===== src/rtl/ff_pkg_311.sv =====
// Shared mode encodings for the ff_bank_311 storage bank and anything that drives it.
package ff_pkg_311;
   localparam logic [1:0] MODE_SR = 2'b00;
   localparam logic [1:0] MODE_JK = 2'b01;
   localparam logic [1:0] MODE_D  = 2'b10;
   localparam logic [1:0] MODE_T  = 2'b11;
endpackage


===== src/rtl/ff_cell_311.sv =====
// Next-state logic for one bit of the bank; purely combinational.
// Flags S=R=1 in SR mode as illegal and holds q in that case.
module ff_cell_311
   import ff_pkg_311::*;
(
   input  logic [1:0] mode,
   input  logic       a,
   input  logic       b,
   input  logic       q,
   output logic       q_next,
   output logic       illegal
);

   always_comb begin
      q_next  = q;
      illegal = 1'b0;
      case (mode)
         MODE_SR: begin
            if (a && b)  illegal = 1'b1;
            else if (a)  q_next  = 1'b1;
            else if (b)  q_next  = 1'b0;
         end
         MODE_JK: begin
            case ({a, b})
               2'b01:   q_next = 1'b0;
               2'b10:   q_next = 1'b1;
               2'b11:   q_next = ~q;
               default: q_next = q;
            endcase
         end
         MODE_D:  q_next = a;
         MODE_T:  q_next = q ^ a;
         default: q_next = q;
      endcase
   end

endmodule


===== src/rtl/ff_bank_311.sv =====
// WIDTH-bit SR/JK/D/T flip-flop bank with parallel load, enable and illegal-SR tracking.
// One-clock latency; no backpressure. Priority: reset > load > hold (en=0) > mode operation.
module ff_bank_311
   import ff_pkg_311::*;
#(
   parameter int               WIDTH = 8,
   parameter logic [WIDTH-1:0] INIT  = '0,
   parameter int               CNT_W = 8
) (
   input  logic             clk,
   input  logic             reset,
   input  logic             en_311,
   input  logic [1:0]       mode_311,
   input  logic [WIDTH-1:0] a_311,
   input  logic [WIDTH-1:0] b_311,
   input  logic             load_311,
   input  logic [WIDTH-1:0] ld_val_311,
   input  logic             err_clr_311,
   output logic [WIDTH-1:0] q_311,
   output logic [WIDTH-1:0] qb_311,
   output logic [WIDTH-1:0] err_flag_311,
   output logic [CNT_W-1:0] err_cnt_311
);

   logic [WIDTH-1:0] r_q;
   logic [WIDTH-1:0] r_flag;
   logic [CNT_W-1:0] r_cnt;
   logic [WIDTH-1:0] w_q_next;
   logic [WIDTH-1:0] w_illegal;
   logic             w_err_evt;
   logic             w_sat;

   for (genvar gi = 0; gi < WIDTH; gi++) begin : g_cell
      ff_cell_311 u_cell (
         .mode    (mode_311),
         .a       (a_311[gi]),
         .b       (b_311[gi]),
         .q       (r_q[gi]),
         .q_next  (w_q_next[gi]),
         .illegal (w_illegal[gi])
      );
   end

   // Illegal bits only count when the SR operation would actually be applied.
   assign w_err_evt = en_311 && (mode_311 == MODE_SR) && !load_311 && (|w_illegal);
   assign w_sat     = &r_cnt;

   always_ff @(posedge clk) begin
      if (reset) begin
         r_q    <= INIT;
         r_flag <= '0;
         r_cnt  <= '0;
      end else begin
         if (load_311)    r_q <= ld_val_311;
         else if (en_311) r_q <= w_q_next;

         // A clear coinciding with a new event leaves only that event recorded.
         if (err_clr_311) begin
            r_flag <= w_err_evt ? w_illegal : '0;
            r_cnt  <= w_err_evt ? CNT_W'(1) : '0;
         end else if (w_err_evt) begin
            r_flag <= r_flag | w_illegal;
            if (!w_sat) r_cnt <= r_cnt + 1'b1;
         end
      end
   end

   assign q_311        = r_q;
   assign qb_311       = ~r_q;
   assign err_flag_311 = r_flag;
   assign err_cnt_311  = r_cnt;

endmodule


===== config.mk =====
export PLATFORM = sky130hd
export DESIGN_NAME = ff_bank_311
export DESIGN_NICKNAME = d
export VERILOG_FILES = /design/src/rtl/ff_pkg_311.sv /design/src/rtl/ff_cell_311.sv /design/src/rtl/ff_bank_311.sv
export SDC_FILE = /design/constraint.sdc
export NUM_CORES = 1
export LEC_CHECK = 0
export ABC_AREA = 1
export CAP_MARGIN = 20
export CORE_MARGIN = 10
export CORE_UTILIZATION = 43
export DETAILED_ROUTE_END_ITERATION = 12
export PLACE_DENSITY = 0.77
export SLEW_MARGIN = 20
export SYNTH_ARGS = -nofsm -noshare
export SYNTH_HDL_FRONTEND = slang
export SYNTH_SLANG_ARGS = --single-unit

===== constraint.sdc =====
create_clock -name clk -period 1.5 [get_ports clk]
set_input_delay 0.225 -clock clk [delete_from_list [all_inputs] [get_ports clk]]
set_output_delay 0.225 -clock clk [all_outputs]
set_load 0.03 [all_outputs]

* Word level (Yosys, flattened, before mapping)
Index checks and enable logic that the tools add are counted. Widths: inputs -> output; s select.
Word-level totals: output and inout bits 32, logic and storage cells 172, register bits after elaboration 24, input bits 31
Operators by class: reduce and logical (&&, ||, !) cells 26, mux-type cells 65, equal/unequal tests 52, $add $sub $neg 1, bitwise logic cells 18
Operators by type and width (count):
- $mux 8 | 8
- $mux 1 | 41
- $ne 5x2->1 const B | 8
- $eq 2x2->1 const B | 18
- $ne 4x4->1 const B | 8
- $pmux 1 s4 | 8
- $reduce_and 4->1 | 8
- $ne 3x3->1 const B | 8
- $pmux 1 s3 | 8
- $eq 2x1->1 const B | 9
- $logic_and 1x1->1 | 11
- $add 8x1->8 const B | 1
- $not 1->1 | 8
- $not 8->8 | 1
- $or 8x8->8 | 1
- $reduce_and 8->1 | 1
- $reduce_or 8->1 | 1
- $xor 1x1->1 | 8
- $reduce_bool 2->1 | 2
- $logic_not 2->1 | 1
- $ne 2x2->1 const B | 1
- $reduce_and 2->1 | 1
- $logic_not 1->1 | 1

* Logic depth before layout (Yosys ltp)
Gate-level depths: netlist of the first run.
depth after elaboration 7, depth in mapped cells 11, gate-level depth less buffers 9

* By module
From an unflattened synthesis of the first run, not the netlist that was laid out.
Second synthesis, totals: cells, all modules 342, area, all modules 1873.0 µm²
Modules (own cells, without submodules):
- ff_bank_311 | times used 1, sequential area each 480.5 µm², area each 1242.4 µm², cells each 190
- ff_cell_311 | times used 8, sequential area each 0.0 µm², area each 78.8 µm², cells each 19

* Worst setup path after synthesis of the first run
OpenSTA, ideal clock, no wires.
path kind register to register, from register r_cnt[0], in the netlist err_cnt_311[0], to register r_cnt[0], in the netlist err_cnt_311[0], buffers on the path 0, period minus slack after synthesis 1.721 ns, stages on the path, launching flop included 8, slack -0.221 ns, setup time 0.132 ns, arrival time 1.589 ns, required time 1.368 ns, cells stage by stage dfxtp_1 -> ha_1 -> nand2_1 -> nor2_1 -> nand4_2 -> or2_1 -> nand3_1 -> a21oi_1
On the way: longest elaborated chain between the ends 4, elaborated cells on any way between the ends 7, those cells by class add/sub: 1; eq/ne: 1; mux: 3; reduce/logical: 2
Ends and longest elaborated chain:
- start: declaration | RTL line ff_bank_311.sv:27 | logic [CNT_W-1:0] r_cnt;
- start signal: assignment | RTL line ff_bank_311.sv:60 | r_cnt <= w_err_evt ? CNT_W'(1) : '0;
- start signal: assignment | RTL line ff_bank_311.sv:63 | if (!w_sat) r_cnt <= r_cnt + 1'b1;
- $add 8x1->8 | RTL line ff_bank_311.sv:63
- $mux 8 | RTL line ff_bank_311.sv:63
- $mux 8 | RTL line ff_bank_311.sv:61 | end else if (w_err_evt) begin
- $mux 8 | RTL line ff_bank_311.sv:58 | if (err_clr_311) begin
Parallel ways exist; a longest one is shown, timed or not. The select of a mux whose other input is x is not followed. A chain may end at the register's enable or synchronous reset.

* Worst setup path in the final report of the first run
from input b_311[6], to register r_cnt[7], in the netlist err_cnt_311[7]
On the way: longest elaborated chain between the ends 7
Ends and longest elaborated chain:
- start: declaration | RTL line ff_bank_311.sv:15 | input logic [WIDTH-1:0] b_311,
- $logic_and 1x1->1 | RTL line ff_cell_311.sv:19 | if (a && b) illegal = 1'b1;
- $mux 1 | RTL line ff_cell_311.sv:19
- $mux 1 | RTL line ff_cell_311.sv:17 | case (mode)
- $reduce_or 8->1 | RTL line ff_bank_311.sv:45 | assign w_err_evt = en_311 && (mode_311 == MODE_SR) && !load_311 && (|w_illegal);
- $logic_and 1x1->1 | RTL line ff_bank_311.sv:45
- $reduce_bool 2->1 (no source line)
- $reduce_and 2->1 (no source line)
Every way passes these cells.

==> flow_summary.toml, run 1 <==
[run_status]
outcome = "completed"

[logic_synthesis]
avgSynthCellArea_um2 = 6.75
synth-seq-area-share = 0.230
synth_edf_count = 0
syn_inst = 309
synthesis.area_um2 = 2080
synth_fp_nets = 365
yosys.area.top_type = "dfxtp_1"
synth_flop_cell = "dfxtp_1"
ys_types = 32
yosys_warnings = 0
synth_top_area_frac = 0.230
async_flop_share = 0
yosys_register_bits = 24
synth.area.top_cells = "dfxtp_1, ha_1, nand2_1"

[critical_path]
crit_required_ps = 1720
r2r_cells = 7
cp-end-kind = "flop"
worstSetupPathType = "primary input to flop"
crit_arrival_ps = 1680
critical_path.max_fanout = 8
reg2reg_to = "err_cnt_311[0]"
cp-start-kind = "primary input"
worstReg2RegStart = "err_cnt_311[0]"
r2r_setup_slack_ps = 110

[detailed_routing]
vias = 2421
vias_per_cell = 5.16
drcViolationCount = 0
firstDrtPassIters = 4
routedWlPerCell_um = 14.3
wirelength_um = 6700
drtIter0Drc = 98
ant_nets = 0

[place]
dp.cells = 463
place_congestion = 0.870
dp_hpwl_um = 5170
dpl_cell_area_um2 = 3000
port_buffers = 62

[clock_network]
h-tree-depth = 1
cts_tree = "done"
cts_made_buffers = 3
clk_path_buf_depth = 2
root_buffer = "clkbuf_8"
path_clk_slew_ps = 100
insertion_delay_ps = 280
cts_sinks = 24

[sta]
worst_slew_pin_slew_ps = 594
post-route-period-util = 0.973
slew_headroom = 0.603
hold_violations = 0
hold_slack_ps = 468
drv_slew = 0
fin_crit_ps = 1460
setup_viol = 0
fmax_mhz = 685
finClkSkew_ps = 7.34

[finish]
drive_above_1_share = 0.209
final_cell_mix = "nand2_1, inv_1, buf_4"
final_common_cell = "nand2_1"
multi_input_area_um2 = 1420
instances_no_fill = 469
utilization = 0.667
syn_to_final_growth_pct = 51.2
register_area_um2 = 488
fill_cells = 409
final_nets = 459
diodes = 0
final_area_um2 = 3150

[die]
dieArea_um2 = 8030
initial_core_util = 0.441
core-area_um2 = 4720
pin_count = 63
die_h_um = 89.6
die_x_um = 89.6
row_count = 25

[power_and_ir_drop]
cellInternalPower_w = 0.00122
power_density_nw_per_um2 = 586
peakVddDrop_uv = 496
seqPwrFrac = 0.368
clkPwrFrac = 0.284
combPwrFrac = 0.348
switching_share = 0.339
p_switching_w = 0.000626
p_leak_nw = 1.64
p_total_w = 0.00185

[worst_hold_path]
hold_path_startpoint = "err_flag_311[5]"
min_path_type = "flop to flop"
hold_depth = 2
worstHoldEndpoint = "err_flag_311[5]"

[global_routing]
grt_start_max_net_pins = 22
overflow = 0
grt_pass1_vias = 2315
antenna_found_initial = 0
grt_pass1_wl_um = 10600
grt_use_total = 0.163

[flow_run]
maxCapViolations = 0
## area by class of cell
class / count / area share
Tap cell: 67 / 0.0266
Sequential cell: 24 / 0.155
Multi-Input combinational cell: 223 / 0.451
Timing Repair Buffer: 105 / 0.292
Inverter: 46 / 0.0548
Clock buffer: 4 / 0.0210
## synth_stat cells (3+ instances only)
library cell and n:
nand3_1 23, nand2_2 3, o21ai_1 5, o22ai_1 4, nand4_1 6, clkbuf_1 3, o21ai_0 22, buf_6 3
nor2_1 21, dfxtp_1 24, xor2_1 3, nor3_1 10, a21oi_1 28, o211ai_1 6, buf_4 8, nand3b_1 5
ha_1 25, inv_1 44, nand2_1 50
## state kept, by name (all words and copies together), names as in the netlist
register	flops
err_flag_311	8
err_cnt_311	8
q_311	8
## layer usage
metal / GRT usage / vias up / routed length [um]
met3: 0.0505 / 14 / 504
met5: 0 / - / 0
met1: 0.184 / 1123 / 2830
li1: - / 1195 / -
met4: 0.0303 / 0 / 121
met2: 0.294 / 89 / 3240
## cells by family after synthesis
logic type                 Yosys count  synth area share
DFF                                 24             0.230
adders and majority gates           25             0.150
and+or+nand+nor                    126             0.290
AOI/OAI and AO/OA                   67             0.173
buffers and inverters               63             0.140
xor gates and xnor gates             4            0.0168
## metrics by stage
step	TNS, ps	setup WS, ps
6_report	0	40.1
5_1_grt	-92.9	-36.3
4_1_cts	0	9.07
3_5_place_dp	-8210	-386
3_3_place_gp	-7470	-370
2_1_floorplan	0	8.26
## how the worst max path moves through the flow
stage / startpoint / endpoint / slack [ps] / depth (start not counted)
6_report: b_311[6] / err_cnt_311[7] / 40 / 9
5_1_grt: b_311[6] / err_cnt_311[7] / -40 / 9
4_1_cts: a_311[4] / q_311[4] / 9 / 9
3_5_place_dp: a_311[7] / err_cnt_311[7] / -390 / 9
3_3_place_gp: a_311[7] / err_cnt_311[7] / -370 / 9
2_1_floorplan: err_cnt_311[1] / err_cnt_311[0] / 8 / 7
## power groups by stage
| stage | registers [W] | clock network [W] | logic (W) |
|---|---|---|---|
| 5_1_grt | 0.000683 | 0.000558 | 0.000702 |
| 6_report | 0.000679 | 0.000525 | 0.000643 |
| 3_3_place_gp | 0.000694 | 0 | 0.000637 |
| 3_5_place_dp | 0.000694 | 0 | 0.000646 |
| 2_1_floorplan | 0.000693 | 0 | 0.000361 |
| 4_1_cts | 0.000679 | 0.000536 | 0.000620 |
## worst max-delay path, cell delays in order
cell and delay [ps]:
clkdlybuf4s50_1 430, ha_2 190, o21ai_2 180, nand2_2 100
nor2_4 220, nor2_4 100, nand3_1 90, nand2_1 50
nor2_1 110
## what timing repair did
action | in CTS | in global routing
resized for setup | 40 | 35
endpoints found under the setup margin | 55 | 24
hold buffers | 0 | 0
pin swaps | 3 | 8
setup buffers | 0 | 1
gates cloned | 0 | 1
Power figures use the tool's default switching activity.
==> run 2: changes to the inputs <==
CAP_MARGIN = default   (was 20)
==> results of run 2 <==
No change in the layout: final DEF, timing and power equal those of run 1.
==> variant: new RTL, flow settings as in run 1 <==
`CNT_W`: 8 -> 6.
--- a/src/rtl/ff_bank_311.sv
+++ b/src/rtl/ff_bank_311.sv
@@ -5,7 +5,7 @@
 #(
    parameter int               WIDTH = 8,
    parameter logic [WIDTH-1:0] INIT  = '0,
-   parameter int               CNT_W = 8
+   parameter int               CNT_W = 6
 ) (
    input  logic             clk,
    input  logic             reset,
Ports: changed (resized err_cnt_311); port bits go from 63 to 61. The function was not compared with the original's and may differ.
==> variant against run 1 <==
Synthesized area shrank 6.3%. Final area fell by 4.0%. Power is 9.6% lower. Worst setup slack better by 0.086 ns. Synthesized cell count down 4.9%. Sequential cell count decreased by 2. Wire length decreased by 8.2%. Highest routed layer unchanged.
==> variant: results (changes against run 1) <==
[run_status]
status=complete, no violations

[synth]
ys_warn_count=0  ; unchanged
ys_seq_area_frac=0.225  ; -0.00500
async_reset_ff_frac=0  ; unchanged
syn_nets=350  ; -4.1%
synthCells=294  ; -4.9%
ys.flop_type=dfxtp_1
ys_top_cells_by_count=nand2_1, inv_1, a21oi_1
synth_cell_types=29  ; -9.4%
synthTopCellsByArea=dfxtp_1, ha_1, nand2_1, a21oi_1, inv_1

[clocking]
htree_levels=1  ; unchanged
cts.path.max_buffers=2  ; unchanged
root_buffer=clkbuf_8
cts.clk_slew.worst_paths_ns=0.09
cts_buffers=3  ; unchanged
clock_latency_ns=0.26  ; -0.02 ns

[pwr]
leakagePower_nw=1.64  ; about the same
ir_drop_v=0.000347  ; -30%

[route]
firstDrtPassIters=4  ; unchanged
wirelength_um=6150  ; -8.2%
viasPerCell=5.13  ; -0.71%
drt_iter0_drc=94  ; -4.1%

[global_route]
grt_pass1_wl_um=9870  ; -6.5%
grt_max_degree=12  ; -45%
grt_pass1_vias=2206  ; -4.7%
grtUsageTotal=0.155  ; -0.00816
grt_antenna_before_repair=0  ; unchanged

[final_layout]
drive_above_1_share=0.217  ; +0.00810
final_nets=445  ; -3.1%
n_fill_cell=358  ; -12%
diodes=0  ; unchanged
final_cell_count_no_fill=439  ; -6.4%

[worst_setup_path]
cp.arrival_ns=1.57  ; -0.11 ns
path_max_fanout=7  ; -1

[placed_design]
dp.final_hpwl_um=4770  ; -7.7%
place_congestion=0.867  ; -0.38%
dp_slack_ns=-0.327  ; +0.0595 ns
io_buffer_count=60  ; -3.2%

[timing]
worstMarginPinSlew_ns=0.390  ; -0.204 ns
fin_skew_ns=0.00267  ; -0.00468 ns

[worst_hold_path]
hold_class=reg2reg

variant: routing by layer:
metal / wire [um] / vias to the layer above / track usage / share of wire
li1: - / 1137 / - / -
met1: 2520 / 1027 / 0.179 / 0.41
met2: 3010 / 78 / 0.264 / 0.49
met3: 552 / 8 / 0.0515 / 0.090
met4: 66 / 0 / 0.0406 / 0.011
met5: 0 / - / 0 / 0
variant: area by class of cell:
| class | count | share of cell area |
|---|---|---|
| tap | 52 | 0.0215 |
| inverter | 51 | 0.0633 |
| sequential | 22 | 0.146 |
| multi-input combinational | 208 | 0.447 |
| timing repair buffer | 103 | 0.309 |
| clock buffer | 3 | 0.0136 |
variant: kinds of logic (layout without fill, tap and decap cells):
kind of cell	count (synthesis)	after routing	share of synthesized area
flip-flops	22	22	0.225
XOR/XNOR	4	4	0.0179
AO/OA/AOI/OAI	74	74	0.205
buffers and inverters	65	157	0.152
AND/OR/NAND/NOR	104	105	0.239
adder cells (fa/ha/maj)	25	25	0.160
variant: repair_timing:
action	4_1_cts	5_1_grt
resized for setup	39	47
buffers inserted	0	0
hold buffers	0	0
gates cloned	1	0
pin swaps	0	12
endpoints found under the hold margin	0	0
endpoints found under the setup margin	46	22
variant: stage by stage:
step | instance area, um^2 | setup TNS, ns | util
floorplan | 1960 | 0 | -
global placement | 2840 | -5.47 | 0.647
detailed placement | 2840 | -6.18 | 0.647
CTS | 2870 | -0.0167 | 0.655
global route | 3030 | 0 | 0.690
finish | 3030 | 0 | 0.690
variant: report_power, final:
part           internal [mW]  total (mW)  switching, mW
combinational          0.285       0.660          0.375
sequential             0.607       0.627         0.0203
clock                  0.179       0.382          0.202
variant: critical path, cell delays in order, from the launching register on:
cell and delay [ns]:
dfxtp_2 0.39, ha_2 0.22, nand4_1 0.14, nor2_2 0.14, inv_2 0.08, nand3_4 0.12
nand3_1 0.10, a21oi_2 0.12
variant: final timing paths:
path	from	end	slack (ns)	cells past startpoint
worst max-delay path	err_cnt_311[0]$_SDFFE_PP0P_	err_cnt_311[0]$_SDFFE_PP0P_	0.13	7
worst min-delay path	err_flag_311[7]$_SDFFE_PP0P_	err_flag_311[7]$_SDFFE_PP0P_	0.45	2
worst max register to register	err_cnt_311[0]$_SDFFE_PP0P_	err_cnt_311[0]$_SDFFE_PP0P_	0.13	7
worst min register to register	err_flag_311[7]$_SDFFE_PP0P_	err_flag_311[7]$_SDFFE_PP0P_	0.45	2
